===== config.mk =====
export PLATFORM = sky130hd
export DESIGN_NAME = window_accumulator_flat
export DESIGN_NICKNAME = d
export VERILOG_FILES = /design/src/rtl/window_acc_pkg.sv /design/src/rtl/window_accumulator_if.sv /design/src/rtl/sat_narrow.sv /design/src/rtl/window_accumulator.sv /design/src/flat_wrapper.sv
export SDC_FILE = /design/constraint.sdc
export NUM_CORES = 1
export LEC_CHECK = 0
export ABC_AREA = 0
export CAP_MARGIN = 20
export CORE_MARGIN = 2
export CORE_UTILIZATION = 50
export DETAILED_ROUTE_END_ITERATION = 7
export MAX_ROUTING_LAYER = met4
export PLACE_DENSITY = 0.76
export SLEW_MARGIN = 20
export SYNTH_ARGS = -nofsm -noshare
export SYNTH_HDL_FRONTEND = slang
export SYNTH_SLANG_ARGS = --single-unit

===== constraint.sdc =====
create_clock -name _i_clk -period 5.5 [get_ports _i_clk]
set_input_delay 1.375 -clock _i_clk [delete_from_list [all_inputs] [get_ports _i_clk]]
set_output_delay 1.375 -clock _i_clk [all_outputs]
set_load 0.1 [all_outputs]

===== src/rtl/window_acc_pkg.sv =====
// Shared definitions for the window accumulator.
//   state_e           : ACC (collecting samples) / HOLD (presenting a result)
//   SAT_MAX / SAT_MIN : signed 8-bit saturation limits
//   EXT_* / TRN_*     : bit positions of the extended and truncated fields
//                       inside the 20-bit packed conversion word
package window_acc_pkg;

    typedef enum logic {
        ACC  = 1'b0,
        HOLD = 1'b1
    } state_e;

    localparam int SAT_MAX = 127;
    localparam int SAT_MIN = -128;

    localparam int EXT_HI = 19;
    localparam int EXT_LO = 4;
    localparam int TRN_HI = 3;
    localparam int TRN_LO = 0;

endpackage


===== src/rtl/window_accumulator_if.sv =====
// Handshake and result bus between the conversion stage, the window
// accumulator and its downstream consumer.
//   _i_in_valid / _i_in_data / _o_in_ready : input word handshake
//   _i_flush                               : close current window early
//   _o_out_valid / _i_out_ready            : result handshake
//   _o_sum / _o_xor / _o_count / _o_sat    : registered window result
// slave  : accumulator side
// master : environment side (upstream + downstream)
interface window_accumulator_if #(
    parameter int SUM_W = 18
);
    logic             _i_in_valid;
    logic [19:0]      _i_in_data;
    logic             _o_in_ready;
    logic             _i_flush;
    logic             _o_out_valid;
    logic             _i_out_ready;
    logic [SUM_W-1:0] _o_sum;
    logic [3:0]       _o_xor;
    logic [4:0]       _o_count;
    logic [7:0]       _o_sat;

    modport slave (
        input  _i_in_valid, _i_in_data, _i_flush, _i_out_ready,
        output _o_in_ready, _o_out_valid, _o_sum, _o_xor, _o_count, _o_sat
    );

    modport master (
        output _i_in_valid, _i_in_data, _i_flush, _i_out_ready,
        input  _o_in_ready, _o_out_valid, _o_sum, _o_xor, _o_count, _o_sat
    );
endinterface


===== src/rtl/sat_narrow.sv =====
// Combinational narrowing of a signed SUM_W-bit value to signed 8 bits
// with saturation at -128 / +127.
//   sum_i : signed input
//   sat_o : saturated 8-bit result
module sat_narrow
    import window_acc_pkg::*;
#(
    parameter int SUM_W = 18
) (
    input  logic signed [SUM_W-1:0] sum_i,
    output logic        [7:0]       sat_o
);

    localparam logic signed [SUM_W-1:0] MAX_W = SUM_W'(SAT_MAX);
    localparam logic signed [SUM_W-1:0] MIN_W = SUM_W'(SAT_MIN);

    always_comb begin
        sat_o = sum_i[7:0];
        if (sum_i > MAX_W) begin
            sat_o = 8'h7F;
        end else if (sum_i < MIN_W) begin
            sat_o = 8'h80;
        end
    end

endmodule


===== src/rtl/window_accumulator.sv =====
// Sums sign-extended 16-bit samples over a window of WINDOW words,
// XOR-folds the 4-bit truncated fields and presents one registered result
// per window (sum, xor, sample count, sum saturated to signed 8 bits).
//   _i_clk, _i_rst_n : clock, async active-low reset
//   bus (slave)      : input handshake, flush, result handshake and outputs
//
// state | meaning
// ------+---------------------------------------------------------------
// ACC   | accepting samples; window closes on WINDOW-th sample or flush
// HOLD  | result presented, input stalled until downstream takes it
module window_accumulator
    import window_acc_pkg::*;
#(
    parameter int WINDOW = 4,
    parameter int SUM_W  = 16 + $clog2(WINDOW)
) (
    input  logic _i_clk,
    input  logic _i_rst_n,
    window_accumulator_if.slave bus
);

    state_e           state_q, state_d;
    logic [SUM_W-1:0] acc_q, acc_d;
    logic [3:0]       x_q, x_d;
    logic [4:0]       cnt_q, cnt_d;
    logic [SUM_W-1:0] sum_q, sum_d;
    logic [3:0]       xor_q, xor_d;
    logic [4:0]       count_q, count_d;
    logic [7:0]       sat_q, sat_d;

    logic             accept;
    logic             close;
    logic [SUM_W-1:0] sample_ext;
    logic [SUM_W-1:0] acc_post;
    logic [3:0]       x_post;
    logic [4:0]       cnt_post;
    logic [7:0]       sat_post;

    assign accept     = bus._i_in_valid && (state_q == ACC);
    assign sample_ext = {{(SUM_W-16){bus._i_in_data[EXT_HI]}},
                         bus._i_in_data[EXT_HI:EXT_LO]};

    // Post-accept values: a sample accepted together with a flush is
    // included in the window being closed.
    assign acc_post = accept ? acc_q + sample_ext : acc_q;
    assign x_post   = accept ? x_q ^ bus._i_in_data[TRN_HI:TRN_LO] : x_q;
    assign cnt_post = accept ? cnt_q + 5'd1 : cnt_q;

    sat_narrow #(.SUM_W(SUM_W)) u_sat (
        .sum_i (acc_post),
        .sat_o (sat_post)
    );

    always_comb begin
        state_d = state_q;
        acc_d   = acc_post;
        x_d     = x_post;
        cnt_d   = cnt_post;
        sum_d   = sum_q;
        xor_d   = xor_q;
        count_d = count_q;
        sat_d   = sat_q;
        close   = 1'b0;

        case (state_q)
            ACC: begin
                close = (accept && (cnt_post == 5'(WINDOW))) ||
                        (bus._i_flush && (cnt_post != 5'd0));
                if (close) begin
                    sum_d   = acc_post;
                    xor_d   = x_post;
                    count_d = cnt_post;
                    sat_d   = sat_post;
                    acc_d   = '0;
                    x_d     = '0;
                    cnt_d   = '0;
                    state_d = HOLD;
                end
            end
            HOLD: begin
                if (bus._i_out_ready) begin
                    state_d = ACC;
                end
            end
            default: state_d = ACC;
        endcase
    end

    always_ff @(posedge _i_clk or negedge _i_rst_n) begin
        if (!_i_rst_n) begin
            state_q <= ACC;
            acc_q   <= '0;
            x_q     <= '0;
            cnt_q   <= '0;
            sum_q   <= '0;
            xor_q   <= '0;
            count_q <= '0;
            sat_q   <= '0;
        end else begin
            state_q <= state_d;
            acc_q   <= acc_d;
            x_q     <= x_d;
            cnt_q   <= cnt_d;
            sum_q   <= sum_d;
            xor_q   <= xor_d;
            count_q <= count_d;
            sat_q   <= sat_d;
        end
    end

    // Ready/valid are pure state decodes: no path from _i_out_ready.
    assign bus._o_in_ready  = (state_q == ACC);
    assign bus._o_out_valid = (state_q == HOLD);
    assign bus._o_sum       = sum_q;
    assign bus._o_xor       = xor_q;
    assign bus._o_count     = count_q;
    assign bus._o_sat       = sat_q;

endmodule


===== src/flat_wrapper.sv =====
// flat-port wrapper written by rule: the top's interface ports become plain ports
module window_accumulator_flat import window_acc_pkg::*;
#(
    parameter int WINDOW = 4,
    parameter int SUM_W  = 16 + $clog2(WINDOW)
)
  (_i_clk, _i_rst_n, bus__i_in_valid, bus__i_in_data, bus__i_flush, bus__i_out_ready, bus__o_in_ready, bus__o_out_valid, bus__o_sum, bus__o_xor, bus__o_count, bus__o_sat);
  window_accumulator_if #(.SUM_W(SUM_W)) bus_i ();
  input  logic _i_clk;
  input  logic _i_rst_n;
  input wire logic [$bits(bus_i._i_in_valid)-1:0] bus__i_in_valid;
  input wire logic [$bits(bus_i._i_in_data)-1:0] bus__i_in_data;
  input wire logic [$bits(bus_i._i_flush)-1:0] bus__i_flush;
  input wire logic [$bits(bus_i._i_out_ready)-1:0] bus__i_out_ready;
  output wire logic [$bits(bus_i._o_in_ready)-1:0] bus__o_in_ready;
  output wire logic [$bits(bus_i._o_out_valid)-1:0] bus__o_out_valid;
  output wire logic [$bits(bus_i._o_sum)-1:0] bus__o_sum;
  output wire logic [$bits(bus_i._o_xor)-1:0] bus__o_xor;
  output wire logic [$bits(bus_i._o_count)-1:0] bus__o_count;
  output wire logic [$bits(bus_i._o_sat)-1:0] bus__o_sat;
  assign bus_i._i_in_valid = bus__i_in_valid;
  assign bus_i._i_in_data = bus__i_in_data;
  assign bus_i._i_flush = bus__i_flush;
  assign bus_i._i_out_ready = bus__i_out_ready;
  assign bus__o_in_ready = bus_i._o_in_ready;
  assign bus__o_out_valid = bus_i._o_out_valid;
  assign bus__o_sum = bus_i._o_sum;
  assign bus__o_xor = bus_i._o_xor;
  assign bus__o_count = bus_i._o_count;
  assign bus__o_sat = bus_i._o_sat;
  window_accumulator #(.WINDOW(WINDOW), .SUM_W(SUM_W)) u_core (._i_clk(_i_clk), ._i_rst_n(_i_rst_n), .bus(bus_i));
endmodule

=== Yosys cells after proc, flatten, opt, wreduce, memory -nomap -nowiden ===
Index checks and enable logic that the tools add are counted.

* Bits in registers: 63
* Bits in latches: 0
* RAM bits: 0
* Memory bits (read-only): 0
* Input port bits: 25
* Output and inout bits: 37
* Logic and storage cells: 35
* Memories kept: 0

* $add $sub $neg: 2
* $mul: 0
* Div/mod/pow operators: 0
* Order comparisons: 2
* Eq/ne operators: 1
* Shifts and indexed selects: 0
* Muxes and demuxes: 14
* Bitwise logic cells: 2
* Reduce and logical (&&, ||, !) cells: 6

{| class="wikitable"
|+ Operator list
! operator !! number
|-
| 18-bit two-way mux || 3
|-
| 18-bit adder || 1
|-
| 18-bit by 8-bit greater-than comparator with 1-bit output (second input constant) || 1
|-
| 18-bit by 8-bit < comparator with 1-bit output (second input constant) || 1
|-
| 8-bit two-way mux || 2
|-
| 5-bit two-way mux || 3
|-
| 4-bit two-way mux || 3
|-
| 5-bit by 1-bit adder with 5-bit output (second input constant) || 1
|-
| 5-bit by 3-bit equality test with 1-bit output (second input constant) || 1
|-
| 5-bit nonzero test || 1
|-
| 4-bit XOR || 1
|-
| 1-bit logical AND || 3
|-
| 1-bit two-way mux || 2
|-
| 1-bit one-hot mux with 2 select lines || 1
|-
| 2-bit AND reduction || 1
|-
| 1-bit logical OR || 1
|-
| 1-bit NOT || 1
|}

=== Logic depth before layout (Yosys ltp) ===
* Depth after elaboration: 8
* Depth in mapped cells: 12
* Gate-level depth less buffers: 12

=== By module ===
Synthesis repeated with hierarchy kept, for this count alone.

* Cell total of the unflattened synthesis: 367
* Area, all modules: 3769.9 um^2

{| class="wikitable"
|+ By module, submodules not included
! module !! times used !! cells an instance !! area each (um^2) !! sequential area each (um^2)
|-
| window_accumulator || 1 || 341 || 3570.9 || 1576.5
|-
| sat_narrow || 1 || 26 || 198.9 || 0.0
|}

=== Worst setup path before layout ===
Ideal clock, no wire load.

* Path type: input to register
* Start: input bus__i_in_data[10]
* End: register u_core.sat_q[6] (netlist: u_core.bus._o_sat[6])
* Library setup time: 0.087 ns
* Data arrival time: 3.817 ns
* Data required time: 5.413 ns
* Setup slack: 1.596 ns
* Stages: 10
* Buffers on the path: 0
* Cells stage by stage: ha_1 -> a21oi_1 -> o211ai_2 -> a211o_1 -> and3_1 -> or3_1 -> or4_1 -> nor4_2 -> a22oi_2 -> a22oi_1

* Longest elaborated chain between the ends: 5
* Elaborated cells on any way between the ends: 6

{| class="wikitable"
|+ Ends and longest elaborated chain
! what !! RTL line !! RTL
|-
| from (decl) || flat_wrapper.sv:12 || <nowiki>input wire logic [$bits(bus_i._i_in_data)-1:0] bus__i_in_data;</nowiki>
|-
| 18-bit adder * || window_accumulator.sv:45 || <nowiki>assign acc_post = accept ? acc_q + sample_ext : acc_q;</nowiki>
|-
| 18-bit two-way mux * || window_accumulator.sv:45 ||
|-
| 18-bit by 8-bit < comparator with 1-bit output || sat_narrow.sv:21 || <nowiki>end else if (sum_i < MIN_W) begin</nowiki>
|-
| 8-bit two-way mux || sat_narrow.sv:21 ||
|-
| 8-bit two-way mux * || sat_narrow.sv:19 || <nowiki>if (sum_i > MAX_W) begin</nowiki>
|-
| to (signal assigned) || window_accumulator.sv:107 || <nowiki>sat_q <= sat_d;</nowiki>
|-
| to (decl) || window_accumulator.sv:29 || <nowiki>logic [7:0] sat_q, sat_d;</nowiki>
|}

Mark *: on every way between the ends. The rest lies on a longest branch, timed or not.
A chain may end at the register's enable or synchronous reset.

=== Final worst setup path ===
* Start: input bus__i_in_data[4]
* End: register u_core.sat_q[3] (netlist: u_core.bus._o_sat[3])

The elaborated chain is that of the path after synthesis.

==> run summary <==
Detail Route Antenna Nets: 0
Synth area leader: dfrtp_1
IO Pins: 62
Worst Max-Slew Pin Slew: 0.986 ns
largest net degree at the start of global routing: 64
initial antenna violation count: 0
critical path, cell by cell: clkdlybuf4s50_1 > ha_1 > inv_1 > fa_1 > nor2b_1 > o31a_1 > o211ai_1 > nand3_1 > a31oi_1 > or4_1 > nor4_2 > a22oi_2 > a22oi_1
synthesized flop and latch total: 63
top post-synthesis cells by area: dfrtp_1, ha_1, nand2_1
Fin Hold WS: 0.485 ns
slowest library cell on the worst path: or4_1
GRT Resource Usage Total: 0.238
Slew headroom: 0.340
DR pass1 iterations: 4
layout cells sized above 1: 0.0698
P&R area growth vs syn: 25.7%
Post-Layout Inst Area: 4420 um2
core area: 6790 um2
Simple-Gate Fraction of Synth Area: 0.187
Worst Clk Skew: 0.00895 ns
clk sinks: 63
Seq/Total Area, Yosys: 0.449
CP startpoint: bus__i_in_data[4]
Syn Nets: 421
vias in the first global route: 2,871
grt peak-use layer: met2
end of the worst register-to-register path: u_core.bus._o_sat[3]
post-cts hold buffer count: 0
crit path DAT: 4.67 ns
max incr delay on CP: 0.56 ns
type of the tightest min-delay check: reg2reg
Netlist cell types: 57
dpl hpwl: 5970 um
setup TNS: 0 ns
ys flop type: dfrtp_1
first-pass GRT wire length: 13,800 um
largest family of logic cells by synthesized area: compound AO/OA/AOI/OAI gates
Avg Cell Area, Syn: 9.32 um2
minimum clock period after layout: 4.42 ns
met3 Use GR: 0.0236
Netlist Area Pre-Place: 3510 um2
Tcrit/Tclk final: 0.804
final wirelength: 8200 um
die width: 87.8 um
Resized cells post-CTS: 0
post-synth top area share: 0.449
Adder-Cell Fraction of Synth Area: 0.0698
Avg WL per Cell: 15.2 um
Die ar.: 7710 um2
Die Y-Extent: 87.8 um
worst r2r src: u_core.acc_q[6]
maximum clock insertion buffer count: 2
Compound-Gate Fraction of Synth Area: 0.209
vias per inst: 5.47
placed inst area: 4230 um2
CTS tree: done
Max Fanout on Critical Path: 7
Final Setup Violations: 0
Pins Over Slew Limit: 0
met2 Track Usage GR: 0.374
number of synthesized flops with an enable pin: 0
DRC errors left: 0
most frequent cells in the layout: dfrtp_1, clkdlybuf4s50_1, nand2_1
routing usage on met1: 0.317
via count: 2,952
antenna cells: 0
Worst Path Required: 5.75 ns
fmax: 226 MHz
Port Buffer Count: 61
reg2reg path depth: 10
CTS root buf: clkbuf_8
startpoint types: input port
Post-CTS Setup Bufs: 0
CP endpoint: u_core.bus._o_sat[3]
outcome: complete, no violations
Mapped Cells: 377
commonest non-fill, non-tap cell in the layout: dfrtp_1
Post-synth ARST share: 1.00
GPL Wtd Cong: 0.841
post-synthesis mux area share: 0.0171
crit end category: flop
gr ovfl total: 0
CP Class: in2reg
RSZ-0062 raised after global routing: false
Clock H-tree levels: 3
1st-iter DRT viols: 210
Final Hold Viols: 0
Max Cap Viol: 0
Synth Area in XOR/XNOR: 0.0395
worst reg2reg setup slack: 2.16 ns
Site Rows: 30
Initial Util: 0.517
clock buffer count from CTS: 9
Clk Latency, worst-skew pair: 0.34 ns
nets@finish: 483
Clk pin slew, worst setup/hold paths: 0.06 ns
Synth warnings: 0
==> critical path, delay by kind of cell <==
family | cells | cell delay [ns]
AND/OR/NAND/NOR | 4 | 1.17
AO/OA/AOI/OAI | 5 | 1.01
buffers and inverters | 2 | 0.53
adder cells (fa/ha/maj) | 2 | 0.58
==> cells in the mapped netlist (all sizes together), types with 4 or more instances <==
cell / n
dfrtp: 63
nand2: 53
nor2: 39
o21ai: 38
a21oi: 19
ha: 18
clkbuf: 13
and2: 12
inv: 11
a22oi: 10
xor2: 10
mux2i: 6
o21bai: 6
a21o: 5
nor3: 5
o21a: 5
xnor2: 5
a31oi: 4
nand4: 4
o211ai: 4
==> per-stage QoR <==
step,util,worst slack (ns),instances
after floorplan,-,1.60,377
after global placement,0.622,0.907,524
after detailed placement,0.622,0.733,524
after CTS,0.650,1.09,540
after global routing,0.650,0.840,540
final,0.650,1.08,540
==> cells by family after synthesis <==
| logic type | after synthesis |
|---|---|
| AND/OR/NAND/NOR | 138 |
| flip-flops | 63 |
| XOR/XNOR | 15 |
| adder cells (fa/ha/maj) | 19 |
| AO/OA/AOI/OAI | 110 |
| buffers and inverters | 26 |
| multiplexers | 6 |
==> state kept, by name, indices dropped and copies added, names as in the netlist <==
name and cells:
u_core.bus._o_xor 4, u_core.bus._o_sum 18, u_core.cnt_q 5, u_core.bus._o_out_valid 1, u_core.x_q 4, u_core.acc_q 18
u_core.bus._o_sat 8, u_core.bus._o_count 5
==> final cells by class <==
cell class	instances	area [um2]
fill	579	2380
multi-input combinational	288	1850
sequential	63	1580
timing repair buffer	66	643
clock buffer	12	145
tap	96	120
clock inverter	4	45.0
inverter	11	41.3
==> worst min-delay path by stage <==
stage,from,to,slack [ns],cells past startpoint
CTS,u_core.bus._o_sum[14],u_core.bus._o_sum[14],0.49,2
finish,u_core.bus._o_sum[14],u_core.bus._o_sum[14],0.49,2
detailed placement,u_core.bus._o_sum[14],u_core.bus._o_sum[14],0.48,2
global route,u_core.bus._o_xor[1],u_core.bus._o_xor[1],0.51,2
floorplan,u_core.x_q[0],u_core.x_q[0],0.50,2
global placement,u_core.bus._o_sum[2],u_core.bus._o_sum[2],0.47,2
==> routing by layer <==
| layer | up-vias | wire length [um] | share of wire |
|---|---|---|---|
| met5 | - | 0 | 0 |
| met2 | 66 | 3970 | 0.48 |
| met4 | 0 | 112 | 0.014 |
| li1 | 1465 | - | - |
| met1 | 1411 | 3830 | 0.47 |
| met3 | 10 | 283 | 0.035 |
Power is left out: the tool's default activity adds up to more than one toggle a clock period on the data nets, which glitch-free logic cannot reach.
